===== src/rtl/pll_lock_reset_sequencer_if.sv =====
// -----------------------------------------------------------------------------
// pll_lock_reset_sequencer_if
//   Groups the PLL-facing and system-facing signals of the PLL lock / reset
//   sequencer into one bundle.
//   master : environment side. Drives pll_lock and restart, observes the rest.
//   slave  : sequencer side. Observes pll_lock and restart, drives the rest.
// Signals
//   pll_lock    PLL LOCK, asynchronous to the sequencer clock
//   restart     one-cycle pulse that leaves the FAULT state
//   pll_resetb  active-low PLL reset
//   sys_reset   active-high reset for the 100 MHz domain
//   pll_ready   high while the sequencer is in RUN
//   fault       high while the sequencer is in FAULT
//   loss_count  saturating count of lock losses seen in RUN
// -----------------------------------------------------------------------------
interface pll_lock_reset_sequencer_if #(
    parameter int CNT_W = 8
);
    logic             pll_lock;
    logic             restart;
    logic             pll_resetb;
    logic             sys_reset;
    logic             pll_ready;
    logic             fault;
    logic [CNT_W-1:0] loss_count;

    modport master (
        output pll_lock,
        output restart,
        input  pll_resetb,
        input  sys_reset,
        input  pll_ready,
        input  fault,
        input  loss_count
    );

    modport slave (
        input  pll_lock,
        input  restart,
        output pll_resetb,
        output sys_reset,
        output pll_ready,
        output fault,
        output loss_count
    );
endinterface


===== src/rtl/pll_lock_reset_sequencer.sv =====
// -----------------------------------------------------------------------------
// pll_lock_reset_sequencer
//   Runs on the 12 MHz PLL reference clock. Pulses the PLL active-low reset,
//   qualifies LOCK and releases the 100 MHz system reset only after lock has
//   been stable. Re-sequences the PLL on loss of lock, counts lock losses and
//   latches FAULT after MAX_RETRIES consecutive lock timeouts.
// Ports
//   clk   in  12 MHz reference clock
//   rst   in  asynchronous active-high reset
//   bus   slave modport: pll_lock/restart in; pll_resetb, sys_reset,
//         pll_ready, fault, loss_count out (all outputs registered)
// -----------------------------------------------------------------------------
module pll_lock_reset_sequencer #(
    parameter int RST_CYCLES    = 12,
    parameter int LOCK_TIMEOUT  = 1200,
    parameter int STABLE_CYCLES = 120,
    parameter int MAX_RETRIES   = 3,
    parameter int CNT_W         = 8
) (
    input  logic                        clk,
    input  logic                        rst,
    pll_lock_reset_sequencer_if.slave   bus
);

    localparam int MAX_AB  = (RST_CYCLES > LOCK_TIMEOUT) ? RST_CYCLES : LOCK_TIMEOUT;
    localparam int MAX_CNT = (MAX_AB > STABLE_CYCLES) ? MAX_AB : STABLE_CYCLES;
    localparam int CW      = $clog2(MAX_CNT + 1);
    localparam int RW      = $clog2(MAX_RETRIES + 1);

    localparam logic [CW-1:0]    RST_LAST    = CW'(RST_CYCLES - 1);
    localparam logic [CW-1:0]    LOCK_LAST   = CW'(LOCK_TIMEOUT - 1);
    localparam logic [CW-1:0]    STABLE_LAST = CW'(STABLE_CYCLES - 1);
    localparam logic [RW-1:0]    RETRY_LIMIT = RW'(MAX_RETRIES);
    localparam logic [CNT_W-1:0] LOSS_MAX    = {CNT_W{1'b1}};

    typedef enum logic [2:0] {
        ST_PLL_RST   = 3'd0,
        ST_WAIT_LOCK = 3'd1,
        ST_STABLE    = 3'd2,
        ST_RUN       = 3'd3,
        ST_FAULT     = 3'd4
    } state_t;

    state_t           state_r;
    logic [CW-1:0]    cnt_r;
    logic [RW-1:0]    retries_r;
    logic [CNT_W-1:0] loss_r;
    logic             lock_meta_r;
    logic             lock_sync_r;
    logic             pll_resetb_r;
    logic             sys_reset_r;
    logic             pll_ready_r;
    logic             fault_r;

    // Output pattern {pll_resetb, sys_reset, pll_ready, fault} for a state.
    // Corrupt encodings look like PLL_RST so the PLL and system stay held.
    function automatic logic [3:0] decode_outputs(input state_t s);
        logic [3:0] o;
        case (s)
            ST_PLL_RST:   o = 4'b0100;
            ST_WAIT_LOCK: o = 4'b1100;
            ST_STABLE:    o = 4'b1100;
            ST_RUN:       o = 4'b1010;
            ST_FAULT:     o = 4'b0101;
            default:      o = 4'b0100;
        endcase
        return o;
    endfunction

    // Two-flop synchronizer bringing the asynchronous PLL LOCK into clk.
    always_ff @(posedge clk or posedge rst) begin
        if (rst) begin
            lock_meta_r <= 1'b0;
            lock_sync_r <= 1'b0;
        end else begin
            lock_meta_r <= bus.pll_lock;
            lock_sync_r <= lock_meta_r;
        end
    end

    // Sequencer FSM; outputs follow the registered state one cycle later.
    always_ff @(posedge clk or posedge rst) begin
        if (rst) begin
            state_r      <= ST_PLL_RST;
            cnt_r        <= '0;
            retries_r    <= '0;
            loss_r       <= '0;
            pll_resetb_r <= 1'b0;
            sys_reset_r  <= 1'b1;
            pll_ready_r  <= 1'b0;
            fault_r      <= 1'b0;
        end else begin
            {pll_resetb_r, sys_reset_r, pll_ready_r, fault_r} <= decode_outputs(state_r);
            case (state_r)
                ST_PLL_RST: begin
                    if (cnt_r == RST_LAST) begin
                        state_r <= ST_WAIT_LOCK;
                        cnt_r   <= '0;
                    end else begin
                        cnt_r <= cnt_r + CW'(1);
                    end
                end
                ST_WAIT_LOCK: begin
                    // Lock is tested first so a lock arriving in the timeout
                    // cycle does not burn a retry.
                    if (lock_sync_r) begin
                        state_r <= ST_STABLE;
                        cnt_r   <= '0;
                    end else if (cnt_r == LOCK_LAST) begin
                        cnt_r     <= '0;
                        retries_r <= retries_r + RW'(1);
                        if ((retries_r + RW'(1)) == RETRY_LIMIT) begin
                            state_r <= ST_FAULT;
                        end else begin
                            state_r <= ST_PLL_RST;
                        end
                    end else begin
                        cnt_r <= cnt_r + CW'(1);
                    end
                end
                ST_STABLE: begin
                    if (!lock_sync_r) begin
                        state_r <= ST_WAIT_LOCK;
                        cnt_r   <= '0;
                    end else if (cnt_r == STABLE_LAST) begin
                        state_r   <= ST_RUN;
                        cnt_r     <= '0;
                        retries_r <= '0;
                    end else begin
                        cnt_r <= cnt_r + CW'(1);
                    end
                end
                ST_RUN: begin
                    if (!lock_sync_r) begin
                        state_r <= ST_PLL_RST;
                        cnt_r   <= '0;
                        if (loss_r != LOSS_MAX) begin
                            loss_r <= loss_r + CNT_W'(1);
                        end else begin
                            loss_r <= loss_r;
                        end
                    end else begin
                        cnt_r <= '0;
                    end
                end
                ST_FAULT: begin
                    // Lock is ignored here; only an explicit restart leaves.
                    if (bus.restart) begin
                        state_r   <= ST_PLL_RST;
                        cnt_r     <= '0;
                        retries_r <= '0;
                    end else begin
                        cnt_r <= '0;
                    end
                end
                default: begin
                    state_r <= ST_PLL_RST;
                    cnt_r   <= '0;
                end
            endcase
        end
    end

    assign bus.pll_resetb = pll_resetb_r;
    assign bus.sys_reset  = sys_reset_r;
    assign bus.pll_ready  = pll_ready_r;
    assign bus.fault      = fault_r;
    assign bus.loss_count = loss_r;

endmodule

===== src/flat_wrapper.sv =====
// flat-port wrapper written by rule: the top's interface ports become plain ports
module pll_lock_reset_sequencer_flat 
#(
    parameter int RST_CYCLES    = 12,
    parameter int LOCK_TIMEOUT  = 1200,
    parameter int STABLE_CYCLES = 120,
    parameter int MAX_RETRIES   = 3,
    parameter int CNT_W         = 8
)
  (clk, rst, bus_pll_lock, bus_restart, bus_pll_resetb, bus_sys_reset, bus_pll_ready, bus_fault, bus_loss_count);
  pll_lock_reset_sequencer_if #(.CNT_W(CNT_W)) bus_i ();
  input  logic clk;
  input  logic rst;
  input wire logic [$bits(bus_i.pll_lock)-1:0] bus_pll_lock;
  input wire logic [$bits(bus_i.restart)-1:0] bus_restart;
  output wire logic [$bits(bus_i.pll_resetb)-1:0] bus_pll_resetb;
  output wire logic [$bits(bus_i.sys_reset)-1:0] bus_sys_reset;
  output wire logic [$bits(bus_i.pll_ready)-1:0] bus_pll_ready;
  output wire logic [$bits(bus_i.fault)-1:0] bus_fault;
  output wire logic [$bits(bus_i.loss_count)-1:0] bus_loss_count;
  assign bus_i.pll_lock = bus_pll_lock;
  assign bus_i.restart = bus_restart;
  assign bus_pll_resetb = bus_i.pll_resetb;
  assign bus_sys_reset = bus_i.sys_reset;
  assign bus_pll_ready = bus_i.pll_ready;
  assign bus_fault = bus_i.fault;
  assign bus_loss_count = bus_i.loss_count;
  pll_lock_reset_sequencer #(.RST_CYCLES(RST_CYCLES), .LOCK_TIMEOUT(LOCK_TIMEOUT), .STABLE_CYCLES(STABLE_CYCLES), .MAX_RETRIES(MAX_RETRIES), .CNT_W(CNT_W)) u_core (.clk(clk), .rst(rst), .bus(bus_i));
endmodule

===== config.mk =====
export PLATFORM = sky130hd
export DESIGN_NAME = pll_lock_reset_sequencer_flat
export DESIGN_NICKNAME = d
export VERILOG_FILES = /design/src/rtl/pll_lock_reset_sequencer_if.sv /design/src/rtl/pll_lock_reset_sequencer.sv /design/src/flat_wrapper.sv
export SDC_FILE = /design/constraint.sdc
export NUM_CORES = 1
export LEC_CHECK = 0
export ABC_AREA = 0
export CORE_MARGIN = 1
export CORE_UTILIZATION = 59
export DETAILED_ROUTE_END_ITERATION = 16
export DONT_BUFFER_PORTS = 1
export HOLD_SLACK_MARGIN = 0.05
export PLACE_DENSITY = 0.83
export SYNTH_ARGS = -nofsm -noshare
export SYNTH_HDL_FRONTEND = slang
export SYNTH_SLANG_ARGS = --single-unit

===== constraint.sdc =====
create_clock -name clk -period 6.37 [get_ports clk]
set_clock_uncertainty 0.2 [all_clocks]
set_input_delay 1.274 -clock clk [delete_from_list [all_inputs] [get_ports clk]]
set_output_delay 1.274 -clock clk [all_outputs]
set_load 0.05 [all_outputs]

# == After elaboration in Yosys (flattened, before gate mapping) ==
# Index checks and enable logic that the tools add are counted.
# classes
addsub,3
n_mul,0
div,0
n_lt_le_gt_ge,0
n_eq_ne,18
shifts,0
muxes,22
bitwise,1
n_reduce_logical,6
# ops
cell,count
$mux W11,5
$pmux W11 S3,1
$mux W3,8
$pmux W3 S5,1
$pmux W4 S3,1
$add A11 B1 Y11 const B,1
$eq A11 B11 Y1 const B,1
$eq A11 B4 Y1 const B,1
$eq A11 B7 Y1 const B,1
$mux W2,5
$add A8 B1 Y8 const B,1
$ne A2 B1 Y1 const B,4
$ne A8 B8 Y1 const B,1
$eq A3 B2 Y1 const B,2
$ne A2 B2 Y1 const B,3
$pmux W2 S3,1
$reduce_and A6 Y1,1
$reduce_and A5 Y1,1
$eq A3 B1 Y1 const B,1
$eq A3 B3 Y1 const B,1
$logic_not A3 Y1,1
$ne A3 B1 Y1 const B,1
$ne A3 B3 Y1 const B,1
$reduce_and A3 Y1,1
5 further kinds,5
# word_totals
ff_bits,30
latch_bits,0
ram_bits,0
mem_bits_ro,0
input_bits,4
output_inout_bits,12
elab_cells,60
n_memories,0

# == Longest topological paths before layout ==
# Gate-level depths: netlist of the first run.
# depth
ltp_word,6
mapped_depth,6
mapped_depth_nobuf,5

# == Worst setup path after synthesis of the first run ==
# Ideal clock, no wire load.
# synth_path
path_kind,flip-flop to flip-flop
start,reg u_core.cnt_r[0]
end,reg u_core.cnt_r[2]
setup_time_ns,0.119
t_arrival_ns,2.087
t_required_ns,6.051
slack_ns,3.965
stages_incl_launch_ff,7
path_buffers,1
synth_period_minus_slack_ns,2.405
path_cell_list,dfrtp_1 ha_1 or4b_1 or4_4 a222oi_1 buf_4 nor2_1
# synth_between
elab_chain_cells,4
word_cells_on_any_way,10
classes_between,1 x add/sub; 3 x eq/ne; 6 x mux
# synth_lines
item,line_no,rtl
"start, declared",pll_lock_reset_sequencer.sv:45,logic [CW-1:0] cnt_r;
"start signal, assigned",pll_lock_reset_sequencer.sv:100,cnt_r <= cnt_r + CW'(1);
"start signal, assigned",pll_lock_reset_sequencer.sv:118,cnt_r <= cnt_r + CW'(1);
"start signal, assigned",pll_lock_reset_sequencer.sv:130,cnt_r <= cnt_r + CW'(1);
"$add A11 B1 Y11, or another cell as far along","pll_lock_reset_sequencer.sv:100, pll_lock_reset_sequencer.sv:118, pll_lock_reset_sequencer.sv:130",
"$mux W11, on equally long branches","pll_lock_reset_sequencer.sv:125, pll_lock_reset_sequencer.sv:109",
"$mux W11, on equally long branches","pll_lock_reset_sequencer.sv:122, pll_lock_reset_sequencer.sv:106",
$pmux W11 S3 *,pll_lock_reset_sequencer.sv:94,case (state_r)
# Every way passes the cells marked *; elsewhere a longest branch is shown, timed or not.
# A chain may end at the register's enable or synchronous reset.

# == Final worst setup path of the first run ==
# layout_path
start,reg u_core.cnt_r[0]
end,reg u_core.cnt_r[10]
# The elaborated chain is that of the path after synthesis.

==> results of run 1 <==
[report_power, final]
group	switching, uW	internal [uW]
clock network	64.8	81.2
logic	64.2	47.3
registers	95.8	222
[final timing paths]
kind | slack (ns) | to
setup / recovery | 3.37 | u_core.cnt_r[10]
hold / removal | 0.16 | u_core.lock_sync_r
setup reg to reg | 3.37 | u_core.cnt_r[10]
hold reg to reg | 0.16 | u_core.lock_sync_r
max in group asynchronous | 4.43 | u_core.bus.pll_ready
min in group asynchronous | 0.89 | u_core.cnt_r[0]
[Yosys cell counts (all sizes together), types with 3 or more instances]
cell type,count,area (sq um)
nor2,16,60.1
nand2,11,41.3
ha,3,37.5
xnor2,5,43.8
nand3,5,25.0
nor2b,3,18.8
nor4,3,18.8
xor2,11,96.3
nor3,6,30.0
and2,3,18.8
inv,9,33.8
dfrtp,29,726
[per-layer routing]
metal / vias up / global-route usage [%]
met4: 0 / 16.2
li1: 476 / -
met3: 11 / 7.14
met1: 479 / 26.6
met2: 29 / 34.0
met5: - / 0
[cell usage in the layout (no fill, tap or decap), drive strengths merged, types with 3 or more instances in the layout]
cell type and count:
xnor2 5, nor2b 3, and2 3, nor4 3
ha 3, nand2 11, clkbuf 6, xor2 11
dfrtp 29, nor2 16, nand3 5, nor3 6
inv 9
[critical path, stage by stage, from the launching register on]
cell and delay, ns:
dfrtp_1 0.40, ha_1 0.24, or4b_1 0.46, or4_4 0.51, a222oi_1 0.71, clkbuf_2 0.31
nor2_1 0.07
[per-stage QoR]
step | hold slack [ns] | util (%) | power [uW] | std cells | area [sq um]
after floorplan | 0.131 | - | 406 | 134 | 1410
after global placement | 0.138 | 64.1 | 421 | 159 | 1430
after detailed placement | 0.136 | 64.1 | 426 | 159 | 1430
after CTS | 0.159 | 67.6 | 573 | 167 | 1510
after global routing | 0.169 | 67.8 | 606 | 168 | 1510
final | 0.156 | 67.8 | 575 | 168 | 1510
[sequential cells by signal (all words and copies together), names as in the netlist]
signal	cells
u_core.bus.fault	1
u_core.bus.loss_count	8
u_core.bus.pll_ready	1
u_core.bus.pll_resetb	1
u_core.bus.sys_reset	1
u_core.cnt_r	11
u_core.lock_meta_r	1
u_core.lock_sync_r	1
u_core.retries_r	2
u_core.state_r	3
[kinds of logic after synthesis]
kind of cell,count (synthesis),share of synthesized area [%]
and+or+nand+nor,63,24.6
DFF,30,53.3
xor gates and xnor gates,16,9.93
buffers and inverters,12,3.46
AOI/OAI and AO/OA,9,5.32
adders and majority gates,3,2.66
muxes,1,0.798
[layout make-up]
class	instances	area, sq um	area share, %
sequential	30	752	49.7
clock buffer	5	37.5	2.48
tap	28	35.0	2.31
clock inverter	3	40.0	2.64
multi-input combinational	92	611	40.3
inverter	9	33.8	2.23
timing repair buffer	1	5.00	0.331
==> results.tsv, run 1 <==
metric	value	unit
RSZ-0062 raised after global routing	false	
largest net degree at the start of global routing	31	
CTS tree	done	
fmax	333	MHz
peak supply drop	306	uV
crit-path max FO	6	
WHS Path Cells	0	
Max clock buf depth	2	
Nets	146	
die height	50.9	um
Starting Density	63.2	%
RD Place Congestion	0.797	
Slew Limit Fails	0	
clock latency on the worst-skew pair	0.33	ns
Hold Buf Count CTS	0	
Final WS setup	3.37	ns
Yosys Warn Count	0	
Top Ports	16	
status	finished clean	
final hold vios	0	
1st-pass router iterations	4	
CORE AREA	2230	sq um
GRT Total Usage	22.4	%
# Post-CTS Setup Buffers	0	
ANT cells	0	
Worst-path clk slew	0.10	ns
Final Cycle Share	47.2	%
Die X	50.9	um
worst slew pin tran	1.07	ns
Max Used Layer	met4	
worst reg2reg startpoint	u_core.cnt_r[0]	
H-tree levels	2	
Hold Startpoint	u_core.lock_meta_r	
Period minus WS final	3.00	ns
TritonCTS Buffers	5	
post-CTS sizing	0	
Power Dens Cells	380	nW/um^2
Worst Setup SP	u_core.cnt_r[0]	
root buffer cell	clkbuf_4	
fraction of layout cells with a size suffix above 1	9.29	%
Synth Instances	134	
initial antenna violation count	0	
Mapped Nets	141	
DP Worst Slack	3.20	ns
vias post-DR	995	
max_cap viols	0	
DRT antenna net count	0	
FF+latch count, synth	30	
routed wire length	2450	um
DRC Markers	0	
number of flops mapped to enable cells by yosys	0	
initial drt markers	19	
Via density	5.92	
Port Buffers	0	
Static Leak	0.000691	uW
mean post-synth cell area	10.5	sq um
Async SR Flop Fraction	100	%
setup TNS	0	ns
Filler cells	187	
Reg2Reg Depth	6	
metal2 WL	1140	um
critical path class	reg -> reg	
Setup crit end kind	flip-flop	
num rows	17	
worst rel slew slack	28.8	%
Final HPWL DP	1660	um
WL met3	111	um
Critical Path AT	3.02	ns
first-pass GRT wire length	4100	um
wire per inst	14.6	um
Post-Route M1 WL	1110	um
Startpoint Class	flip-flop	
Overflow after GRT	0	
worst min path class	reg -> reg	
Main synth FF type	dfrtp_1	
# clock sinks	30	
die area	2590	sq um
vias in the first global route	998	
Final setup viols	0	
library cells used by synthesis	36	
Syn Std Cell Area	1410	sq um
required time of the critical path	6.39	ns
Layout area overhead	7.27	%
register area share after synthesis	53.3	%
Note: power is estimated with default switching activity, not from simulation.
==> run 2, diff against run 1 <==
- CORE_UTILIZATION: 59 -> 55
- PLACE_DENSITY: 0.83 -> 0.81
- clock period: 6.37 -> 2.54 ns (I/O delays scaled with it)
==> run 2 against run 1 <==
Against the previous run:
- sequential share of layout area fell by 3.4 points
- first-iteration DRC count rose by 79%
- critical path depth unchanged
- combinational power rose to 4.2 times the previous value
- core utilization rose by 2.3 points
- fmax rose by 22%
- critical path type unchanged
- die area increased by 7.0%
==> results.tsv, run 2 (synthesized netlist as in run 1, its figures left out) <==
metric	value	unit	change
RSZ-0062 raised after global routing	true		was false
Final HPWL DP	1880	um	was 1660 um
commonest non-fill, non-tap cell in the layout	dfrtp_1		unchanged
vias post-DR	1034		was 995
Worst Setup SP	u_core.cnt_r[0]		unchanged
fmax	407	MHz	was 333 MHz
worst rel slew slack	48.5	%	was 28.8%
vias in the first global route	1028		was 998
crit-path max FO	11		was 6
Port Buffers	0		unchanged
1st-pass router iterations	4		unchanged
# Post-CTS Setup Buffers	0		unchanged
Setup crit end kind	flip-flop		unchanged
peak supply drop	936	uV	was 306 uV
Final WS setup	0.0856	ns	was 3.37 ns
Static Leak	0.000752	uW	was 0.000691 uW
Top Ports	16		unchanged
num rows	17		unchanged
worst min path class	reg -> reg		unchanged
most frequent cells in the layout	dfrtp_1, nor2_1, nand2_1, xor2_1, buf_4		was dfrtp_1, nor2_1, nand2_1, xor2_1, inv_1
final hold vios	0		unchanged
clock latency on the worst-skew pair	0.33	ns	about the same
ANT cells	0		unchanged
crit path capture	u_core.cnt_r[2]		was u_core.cnt_r[10]
Worst-path clk slew	0.10	ns	about the same
Non-Filler Instances	180		was 168
critical path class	reg -> reg		unchanged
Starting Density	60.9	%	was 63.2%
initial antenna violation count	0		unchanged
RD Place Congestion	0.851		was 0.797
# clock sinks	30		unchanged
Most flops, register	u_core.cnt_r		unchanged
Period minus WS final	2.45	ns	was 3.00 ns
Area after DPL	1510	sq um	was 1430 sq um
die area	2770	sq um	was 2590 sq um
largest net degree at the start of global routing	17		was 31
DRT antenna net count	0		unchanged
max reg flops	11		unchanged
status	finished clean		unchanged
TritonCTS Buffers	5		unchanged
die height	52.7	um	was 50.9 um
Power Dens Cells	924	nW/um^2	was 380 nW/um^2
FF-to-FF End	u_core.cnt_r[2]		was u_core.cnt_r[10]
H-tree levels	2		unchanged
DP Worst Slack	0.0992	ns	was 3.20 ns
routed wire length	2710	um	was 2450 um
required time of the critical path	2.56	ns	was 6.39 ns
Overflow after GRT	0		unchanged
Final setup viols	0		unchanged
CTS tree	done		unchanged
Critical Path AT	2.47	ns	was 3.02 ns
first-pass GRT wire length	4510	um	was 4100 um
Max clock buf depth	2		unchanged
GRT Total Usage	23.8	%	was 22.4%
fraction of layout cells with a size suffix above 1	17.1	%	was 9.29%
Slew Limit Fails	0		unchanged
setup TNS	0	ns	unchanged
Nets	158		was 146
Die X	52.7	um	was 50.9 um
worst slew pin tran	0.765	ns	was 1.07 ns
dpl cells	170		was 159
worst reg2reg startpoint	u_core.cnt_r[0]		unchanged
Layout area overhead	15.2	%	was 7.27%
CORE AREA	2320	sq um	was 2230 sq um
Filler cells	176		was 187
flop-to-flop setup slack	0.09	ns	was 3.37 ns
Util after Layout	70.1	%	was 67.8%
DRC Markers	0		unchanged
max_cap viols	0		unchanged
wire per inst	15.1	um	was 14.6 um
post-route design area	1630	sq um	was 1510 sq um
Startpoint Class	flip-flop		unchanged
initial drt markers	34		was 19
Final Cycle Share	96.6	%	was 47.2%
Via density	5.74		was 5.92
Reg2Reg Depth	6		unchanged
root buffer cell	clkbuf_4		unchanged
-- run 2: cell count changes in the layout (fill, tap and decap cells not counted) --
cell,previous run,this run
or4b_4,0,1
buf_4,0,11
dlygate4sd3_1,0,2
clkinv_2,2,0
bufinv_16,1,0
a221oi_2,0,1
a221oi_1,1,0
clkbuf_2,1,0
clkbuf_8,0,3
or4b_1,2,1
ha_2,0,1
ha_1,3,2
-- run 2: layout make-up --
type                       count  area [sq um]  share of cell area [%]
multi-input combinational     92           623                    38.3
sequential                    30           752                    46.3
timing repair buffer          13           103                    6.31
tap                           28          35.0                    2.16
inverter                       9          33.8                    2.08
clock buffer                   8          78.8                    4.85
-- run 2: how the worst min path moves through the flow --
stage,start,end,slack [ns],depth (start not counted)
after detailed placement,u_core.lock_meta_r,u_core.lock_sync_r,0.14,0
final,u_core.lock_meta_r,u_core.lock_sync_r,0.16,0
after CTS,u_core.lock_meta_r,u_core.lock_sync_r,0.16,0
after global routing,u_core.lock_meta_r,u_core.lock_sync_r,0.17,0
after global placement,u_core.lock_meta_r,u_core.lock_sync_r,0.14,0
after floorplan,u_core.lock_meta_r,u_core.lock_sync_r,0.13,0
-- run 2: power by group --
group	internal (uW)	total (uW)	leakage, uW	switching, uW
Clock	189	347	0.0000446	158
Combinational	175	471	0.000313	296
Sequential	558	684	0.000394	125
-- run 2: critical path, cell delays in order, from the launching register on --
cell	delay, ns
dfrtp_1	0.40
ha_2	0.20
or4b_4	0.46
or4_4	0.51
a222oi_1	0.29
buf_4	0.23
nor2_1	0.06
-- run 2: repair_timing --
action	4_1_cts	5_1_grt
endpoints found under the setup margin	0	12
hold buffers	2	0
endpoints found under the hold margin	15	0
resized for setup	0	3
-- run 2: metrics by stage --
step	hold WS, ns	total power (uW)
finish	0.163	1500
floorplan	0.131	1020
detailed placement	0.143	1140
CTS	0.164	1500
global route	0.171	1580
global placement	0.143	1120
-- run 2: layer usage --
| metal | GRT usage (%) | routed length [um] | up-vias |
|---|---|---|---|
| li1 | - | - | 500 |
| met1 | 30.3 | 1210 | 493 |
| met2 | 35.4 | 1310 | 33 |
| met3 | 7.54 | 139 | 8 |
| met4 | 13.2 | 60 | 0 |
| met5 | 0 | 0 | - |
==> run 3, diff against run 2 <==
- CTS_CLUSTER_SIZE: not set -> 40
==> results of run 3 <==
Final layout, timing and power as in run 2 (identical DEF).
